[src/rtl/pkg_ili9341.sv]
// Shared definitions for the ILI9341 panel controller: pin levels and the
// reset sequencer state encoding.
package pkg_ili9341;

  localparam logic LOW  = 1'b0;
  localparam logic HIGH = 1'b1;

  // Encodings are visible on o_phase, so they are fixed explicitly.
  typedef enum logic [2:0] {
    RST_IDLE    = 3'd0,
    RST_PRE_H   = 3'd1,
    RST_PULSE_L = 3'd2,
    RST_POST_H  = 3'd3,
    RST_DONE    = 3'd4
  } rst_seq_state_t;

  // True for the three phases whose length is set by a T_* parameter.
  function automatic logic is_timed_phase(input rst_seq_state_t s);
    return (s == RST_PRE_H) || (s == RST_PULSE_L) || (s == RST_POST_H);
  endfunction

endpackage

[src/rtl/seq_timer.sv]
// Saturating down-counter used to time the reset sequencer phases.
// Clear beats load, load beats decrement; the count never wraps below zero.
module seq_timer #(
  parameter int CNT_W = 24
) (
  input  logic             clk,
  input  logic             rst,
  input  logic             i_load,
  input  logic [CNT_W-1:0] i_load_val,
  input  logic             i_dec,
  input  logic             i_clr,
  output logic             o_zero
);

  logic [CNT_W-1:0] cnt_q;
  logic [CNT_W-1:0] cnt_d;

  // Next count: clear, reload, or decrement holding at zero.
  always_comb begin
    cnt_d = cnt_q;
    if (i_clr) begin
      cnt_d = '0;
    end else if (i_load) begin
      cnt_d = i_load_val;
    end else if (i_dec && (cnt_q != '0)) begin
      cnt_d = cnt_q - 1'b1;
    end
  end

  // Count register with synchronous active-low reset.
  always_ff @(posedge clk) begin
    if (!rst) begin
      cnt_q <= '0;
    end else begin
      cnt_q <= cnt_d;
    end
  end

  assign o_zero = (cnt_q == '0);

endmodule

[src/rtl/ili9341_reset_seq.sv]
// ILI9341 hardware-reset sequencer: drives RESX high, then low, then waits
// high again before reporting completion. Phases are timed by an internal
// down-counter, or advanced by i_step when EXT_PACE is set.
module ili9341_reset_seq
  import pkg_ili9341::*;
#(
  parameter int          CNT_W    = 24,
  parameter int unsigned T_PRE    = 10,
  parameter int unsigned T_LOW    = 1000,
  parameter int unsigned T_POST   = 12_000_000,
  parameter int          EXT_PACE = 0
) (
  input  logic       clk,
  input  logic       rst,
  input  logic       i_start,
  input  logic       i_step,
  input  logic       i_abort,
  output logic       o_reset_ena,
  output logic       o_reset_val,
  output logic       o_busy,
  output logic       o_done,
  output logic [2:0] o_phase
);

  // A phase of length T is loaded as T-1 so that it ends on the cycle the
  // counter reads zero; T = 2**CNT_W therefore still fits the counter.
  localparam longint unsigned T_MAX = 64'd1 << CNT_W;

  if ((T_PRE < 1) || (T_LOW < 1) || (T_POST < 1) ||
      (64'(T_PRE) > T_MAX) || (64'(T_LOW) > T_MAX) || (64'(T_POST) > T_MAX))
  begin : g_param_check
    $error("ili9341_reset_seq: every T_* must lie in [1, 2**CNT_W]");
  end

  localparam logic [CNT_W-1:0] LD_PRE  = CNT_W'(T_PRE - 1);
  localparam logic [CNT_W-1:0] LD_LOW  = CNT_W'(T_LOW - 1);
  localparam logic [CNT_W-1:0] LD_POST = CNT_W'(T_POST - 1);
  localparam logic             EXT     = (EXT_PACE != 0);

  rst_seq_state_t   state_q;
  rst_seq_state_t   state_d;

  logic             tmr_load;
  logic [CNT_W-1:0] tmr_load_val;
  logic             tmr_dec;
  logic             tmr_clr;
  logic             tmr_zero;
  logic             phase_end;

  seq_timer #(
    .CNT_W (CNT_W)
  ) u_timer (
    .clk        (clk),
    .rst        (rst),
    .i_load     (tmr_load),
    .i_load_val (tmr_load_val),
    .i_dec      (tmr_dec),
    .i_clr      (tmr_clr),
    .o_zero     (tmr_zero)
  );

  // Next-state and timer control; abort always wins over phase advance.
  always_comb begin
    state_d      = state_q;
    tmr_load     = 1'b0;
    tmr_load_val = '0;
    tmr_dec      = 1'b0;
    tmr_clr      = 1'b0;
    phase_end    = EXT ? i_step : tmr_zero;

    case (state_q)
      RST_IDLE: begin
        if (!i_abort && i_start) begin
          state_d      = RST_PRE_H;
          tmr_load     = 1'b1;
          tmr_load_val = LD_PRE;
        end
      end
      RST_PRE_H: begin
        if (i_abort) begin
          state_d = RST_IDLE;
          tmr_clr = 1'b1;
        end else if (phase_end) begin
          state_d      = RST_PULSE_L;
          tmr_load     = 1'b1;
          tmr_load_val = LD_LOW;
        end else begin
          tmr_dec = 1'b1;
        end
      end
      RST_PULSE_L: begin
        if (i_abort) begin
          state_d = RST_IDLE;
          tmr_clr = 1'b1;
        end else if (phase_end) begin
          state_d      = RST_POST_H;
          tmr_load     = 1'b1;
          tmr_load_val = LD_POST;
        end else begin
          tmr_dec = 1'b1;
        end
      end
      RST_POST_H: begin
        if (i_abort) begin
          state_d = RST_IDLE;
          tmr_clr = 1'b1;
        end else if (phase_end) begin
          state_d = RST_DONE;
        end else begin
          tmr_dec = 1'b1;
        end
      end
      RST_DONE: begin
        state_d = RST_IDLE;
        tmr_clr = i_abort;
      end
      default: begin
        state_d = RST_IDLE;
        tmr_clr = 1'b1;
      end
    endcase

    // In externally paced mode the counter is parked and never consulted.
    if (EXT) begin
      tmr_load = 1'b0;
      tmr_dec  = 1'b0;
    end
  end

  // State register with synchronous active-low reset.
  always_ff @(posedge clk) begin
    if (!rst) begin
      state_q <= RST_IDLE;
    end else begin
      state_q <= state_d;
    end
  end

  // Moore output decode; RESX idles high whenever the driver is disabled.
  always_comb begin
    o_reset_ena = LOW;
    o_reset_val = HIGH;
    o_busy      = LOW;
    o_done      = LOW;
    o_phase     = RST_IDLE;

    case (state_q)
      RST_PRE_H: begin
        o_reset_ena = HIGH;
        o_busy      = HIGH;
        o_phase     = RST_PRE_H;
      end
      RST_PULSE_L: begin
        o_reset_ena = HIGH;
        o_reset_val = LOW;
        o_busy      = HIGH;
        o_phase     = RST_PULSE_L;
      end
      RST_POST_H: begin
        o_reset_ena = HIGH;
        o_busy      = HIGH;
        o_phase     = RST_POST_H;
      end
      RST_DONE: begin
        o_busy  = HIGH;
        o_done  = HIGH;
        o_phase = RST_DONE;
      end
      default: begin
        o_phase = RST_IDLE;
      end
    endcase
  end

endmodule

[config.mk]
export PLATFORM = sky130hd
export DESIGN_NAME = ili9341_reset_seq
export DESIGN_NICKNAME = d
export VERILOG_FILES = /design/src/rtl/pkg_ili9341.sv /design/src/rtl/seq_timer.sv /design/src/rtl/ili9341_reset_seq.sv
export SDC_FILE = /design/constraint.sdc
export NUM_CORES = 1
export LEC_CHECK = 0
export BUFFER_PORTS_ARGS = -buffer_cell sky130_fd_sc_hd__clkbuf_2
export CAP_MARGIN = 20
export CORE_ASPECT_RATIO = 1.1
export CORE_MARGIN = 2
export CORE_UTILIZATION = 25
export CTS_CLUSTER_SIZE = 28
export DETAILED_ROUTE_END_ITERATION = 8
export HOLD_SLACK_MARGIN = 0.06
export PLACE_DENSITY = 0.46
export SYNTH_ARGS = -nofsm -noshare
export SYNTH_HDL_FRONTEND = slang
export SYNTH_SLANG_ARGS = --single-unit
export TNS_END_PERCENT = 50
[constraint.sdc]
create_clock -name clk -period 2.3 [get_ports clk]
set_input_delay 0.115 -clock clk [delete_from_list [all_inputs] [get_ports clk]]
set_output_delay 0.115 -clock clk [all_outputs]
set_load 0.01 [all_outputs]
==> results.toml <==
[run_status]
status = "finished clean"

[sta]
fmax_ghz = 0.4612
worst_slew_pin_slew_ns = 0.6998
setup_viol = 0
fin_setup_tns_ns = 0
maxSlewHeadroom = 0.5325
min_period_over_period = 0.9428
timing.hold.ws_ns = 0.1234
drv_slew = 0
period_needed_ns = 2.168
fin_skew_ns = 0.009686
hold_violations = 0
grt_setup_unrepaired = "false"

[power_and_ir_drop]
pwr-share-comb = 0.356
internal_power_uw = 809.2
swShare = 0.3557
ir_drop_uv = 241.2
clockPowerShare = 0.220
pwr-share-seq = 0.424
leakage_uw = 0.0007997
power_density_nw_per_um2 = 618.9
switchingPower_uw = 446.7

[floorplanning]
placeableCoreArea_um2 = 6594
fp-row-count = 31
die_x_um = 82.90
initial_utilization = 0.2596
ioPinCount = 12
die-area_um2 = 7525
fp.dieH_um = 90.78

[synth]
synth_flop_cell = "dfxtp_1"
synth.distinct_cells = 50
synth_edf_count = 0
syn_inst = 219
avgSynthCellArea_um2 = 7.816
async_reset_ff_frac = 0
syn_nets = 226
synth_seq_cells = 27
synth.cell_area_um2 = 1712
ys_seq_area_frac = 0.3158
synth_warnings = 0

[global_routing]
antenna_found_initial = 0
grt_pass1_vias = 1621
grt_pass1_wl_um = 8031
grt_max_degree = 15
grt_overflow = 0
grt_use_total = 0.1287

[place]
dp_cells = 322
placed_cell_area_um2 = 1978
dp_hpwl_um = 3620
portBuffers = 10
gp_congestion = 0.8072

[routing]
drtAntennaViolNets = 0
firstDrtPassIters = 4
dr_total_vias = 1707
drc_errors = 0
drtIter0Drc = 169
post_drt_wl_per_cell_um = 14.57
wirelength_um = 4749
routed_via_density = 5.236

[worst_setup_path]
critical_path.endpoint_type = "flip-flop"
start_kind = "flip-flop"
critical_path_required_ns = 2.50
path_cells = "or4_1 > nor2_2 > a21boi_1 > and3_1 > a211oi_2"
cp_slowest_cell = "or4_1"
critPathTopFamily = "simple AND/OR/NAND/NOR gates"
crit_fanout = 7
arrival_ns = 2.37
slowest_delay_ns = 0.68
reg2regPathDepth = 5
crit_type = "flip-flop to flip-flop"
worst-path-buf-inv = 0
path_depth = 5

[layout]
fin_cells = 326
design_area_um2 = 2029
n_antenna_cell = 0
fin_nets = 252
drive_above_1_share = 0.1844
synthToLayoutAreaGrowth_pct = 18.57

[clock_tree]
cts.sinks = 27
clk_latency_ns = 0.27
postCtsSetupRepairBufs = 0
cts_max_level = 1
cts.clk_slew.worst_paths_ns = 0.10
cts_tree = "yes"
clock_path_buffers = 2
cts_buffers = 3
cts_resized = 0
holdBufCountCts = 0
cts_root_buf = "clkbuf_8"

[run]
drv_cap = 0

[worst_hold_path]
hold_depth = 3
hold_class = "input port to flip-flop"
-- worst min-delay path: cells and delay by family --
kind                   cells  cell delay [ns]
and+or+nand+nor            2             0.13
buffers and inverters      1             0.12
-- sequential cells by signal (all words and copies together), names as in the netlist --
signal / flops
state_q: 3
u_timer.cnt_q: 24
-- cell families after synthesis --
family          share of synthesized area
fa+ha+maj                         0.02047
buf+inv                           0.03874
compound gates                     0.2544
xor+xnor                          0.02047
mux                               0.01170
flops                              0.3158
simple gates                       0.3384
-- cell usage after synthesis (3+ instances only) --
cell type / n / area share
a311oi_1: 4 / 0.020
dfxtp_1: 27 / 0.32
a211oi_1: 4 / 0.018
a21oi_1: 18 / 0.053
nor2_1: 23 / 0.050
or3_1: 3 / 0.011
nand4_1: 5 / 0.018
clkbuf_1: 6 / 0.013
o2111ai_1: 3 / 0.015
nand3_1: 5 / 0.015
nor4_1: 7 / 0.026
and3_1: 4 / 0.015
o21ai_0: 15 / 0.044
nor3b_1: 3 / 0.013
nor2b_1: 7 / 0.026
o211a_1: 3 / 0.018
o211ai_1: 4 / 0.018
nor3_1: 11 / 0.032
inv_1: 8 / 0.018
xor2_1: 3 / 0.015
nand2_1: 8 / 0.018
or4_1: 5 / 0.022
a21o_1: 3 / 0.013
-- metal layers --
metal | vias up | global-route usage | part of all wire
met5 | - | 0 | 0
met4 | 0 | 0.04372 | 0.011
met3 | 4 | 0.01371 | 0.018
met2 | 15 | 0.2050 | 0.48
met1 | 800 | 0.1801 | 0.49
li1 | 888 | - | -
-- cell usage in the layout, fill, tap and decap left out, types with 4 or more instances in the layout --
| master | netlist | final |
|---|---|---|
| dfxtp_1 | 27 | 27 |
| clkbuf_2 | 0 | 10 |
| buf_4 | 0 | 20 |
| nor3_1 | 11 | 11 |
| o21ai_0 | 15 | 15 |
| nand3_1 | 5 | 5 |
| nand4_1 | 5 | 5 |
| or4_1 | 5 | 5 |
| a21oi_1 | 18 | 18 |
| nand2_1 | 8 | 8 |
| and3_1 | 4 | 4 |
| nor2_1 | 23 | 23 |
| o211ai_1 | 4 | 4 |
| inv_1 | 8 | 8 |
| nor4_1 | 7 | 7 |
| nor2b_1 | 7 | 7 |
| a311oi_1 | 4 | 4 |
| a211oi_1 | 4 | 4 |
-- power groups by stage --
stage / clock network, uW / registers, uW / logic [uW]
after floorplan: 0 / 532 / 297
after global placement: 0 / 542 / 446
after detailed placement: 0 / 543 / 443
after CTS: 290 / 532 / 446
after global routing: 308 / 538 / 497
final: 277 / 532 / 447
-- worst paths after layout --
| kind | slack (ns) | start | endpoint |
|---|---|---|---|
| max | 0.13 | u_timer.cnt_q[17]$_SDFFE_PP0P_ | u_timer.cnt_q[21]$_SDFFE_PP0P_ |
| min | 0.12 | rst | state_q[2]$_SDFFE_PN0P_ |
| max reg2reg | 0.13 | u_timer.cnt_q[17]$_SDFFE_PP0P_ | u_timer.cnt_q[21]$_SDFFE_PP0P_ |
| min reg2reg | 0.51 | u_timer.cnt_q[15]$_SDFFE_PP0P_ | u_timer.cnt_q[15]$_SDFFE_PP0P_ |
-- layout make-up --
type	instances	area [um^2]
well taps	82	102.6
flip-flops and latches	27	540.5
multi-input cells	175	1111
inverters	8	30.03
clock buffers	4	45.04
fillers	747	4564
repair buffers	30	200.2
-- through the flow --
stage | setup WS, ns | utilization | power (uW)
6_report | 0.1316 | 0.3078 | 1256
3_3_place_gp | 0.1759 | 0.3000 | 988.0
4_1_cts | 0.1627 | 0.3068 | 1268
2_1_floorplan | 0.3199 | - | 829.2
5_1_grt | 0.009292 | 0.3078 | 1343
3_5_place_dp | 0.1998 | 0.3000 | 986.0
No activity file was read; power rests on OpenSTA's default activity.
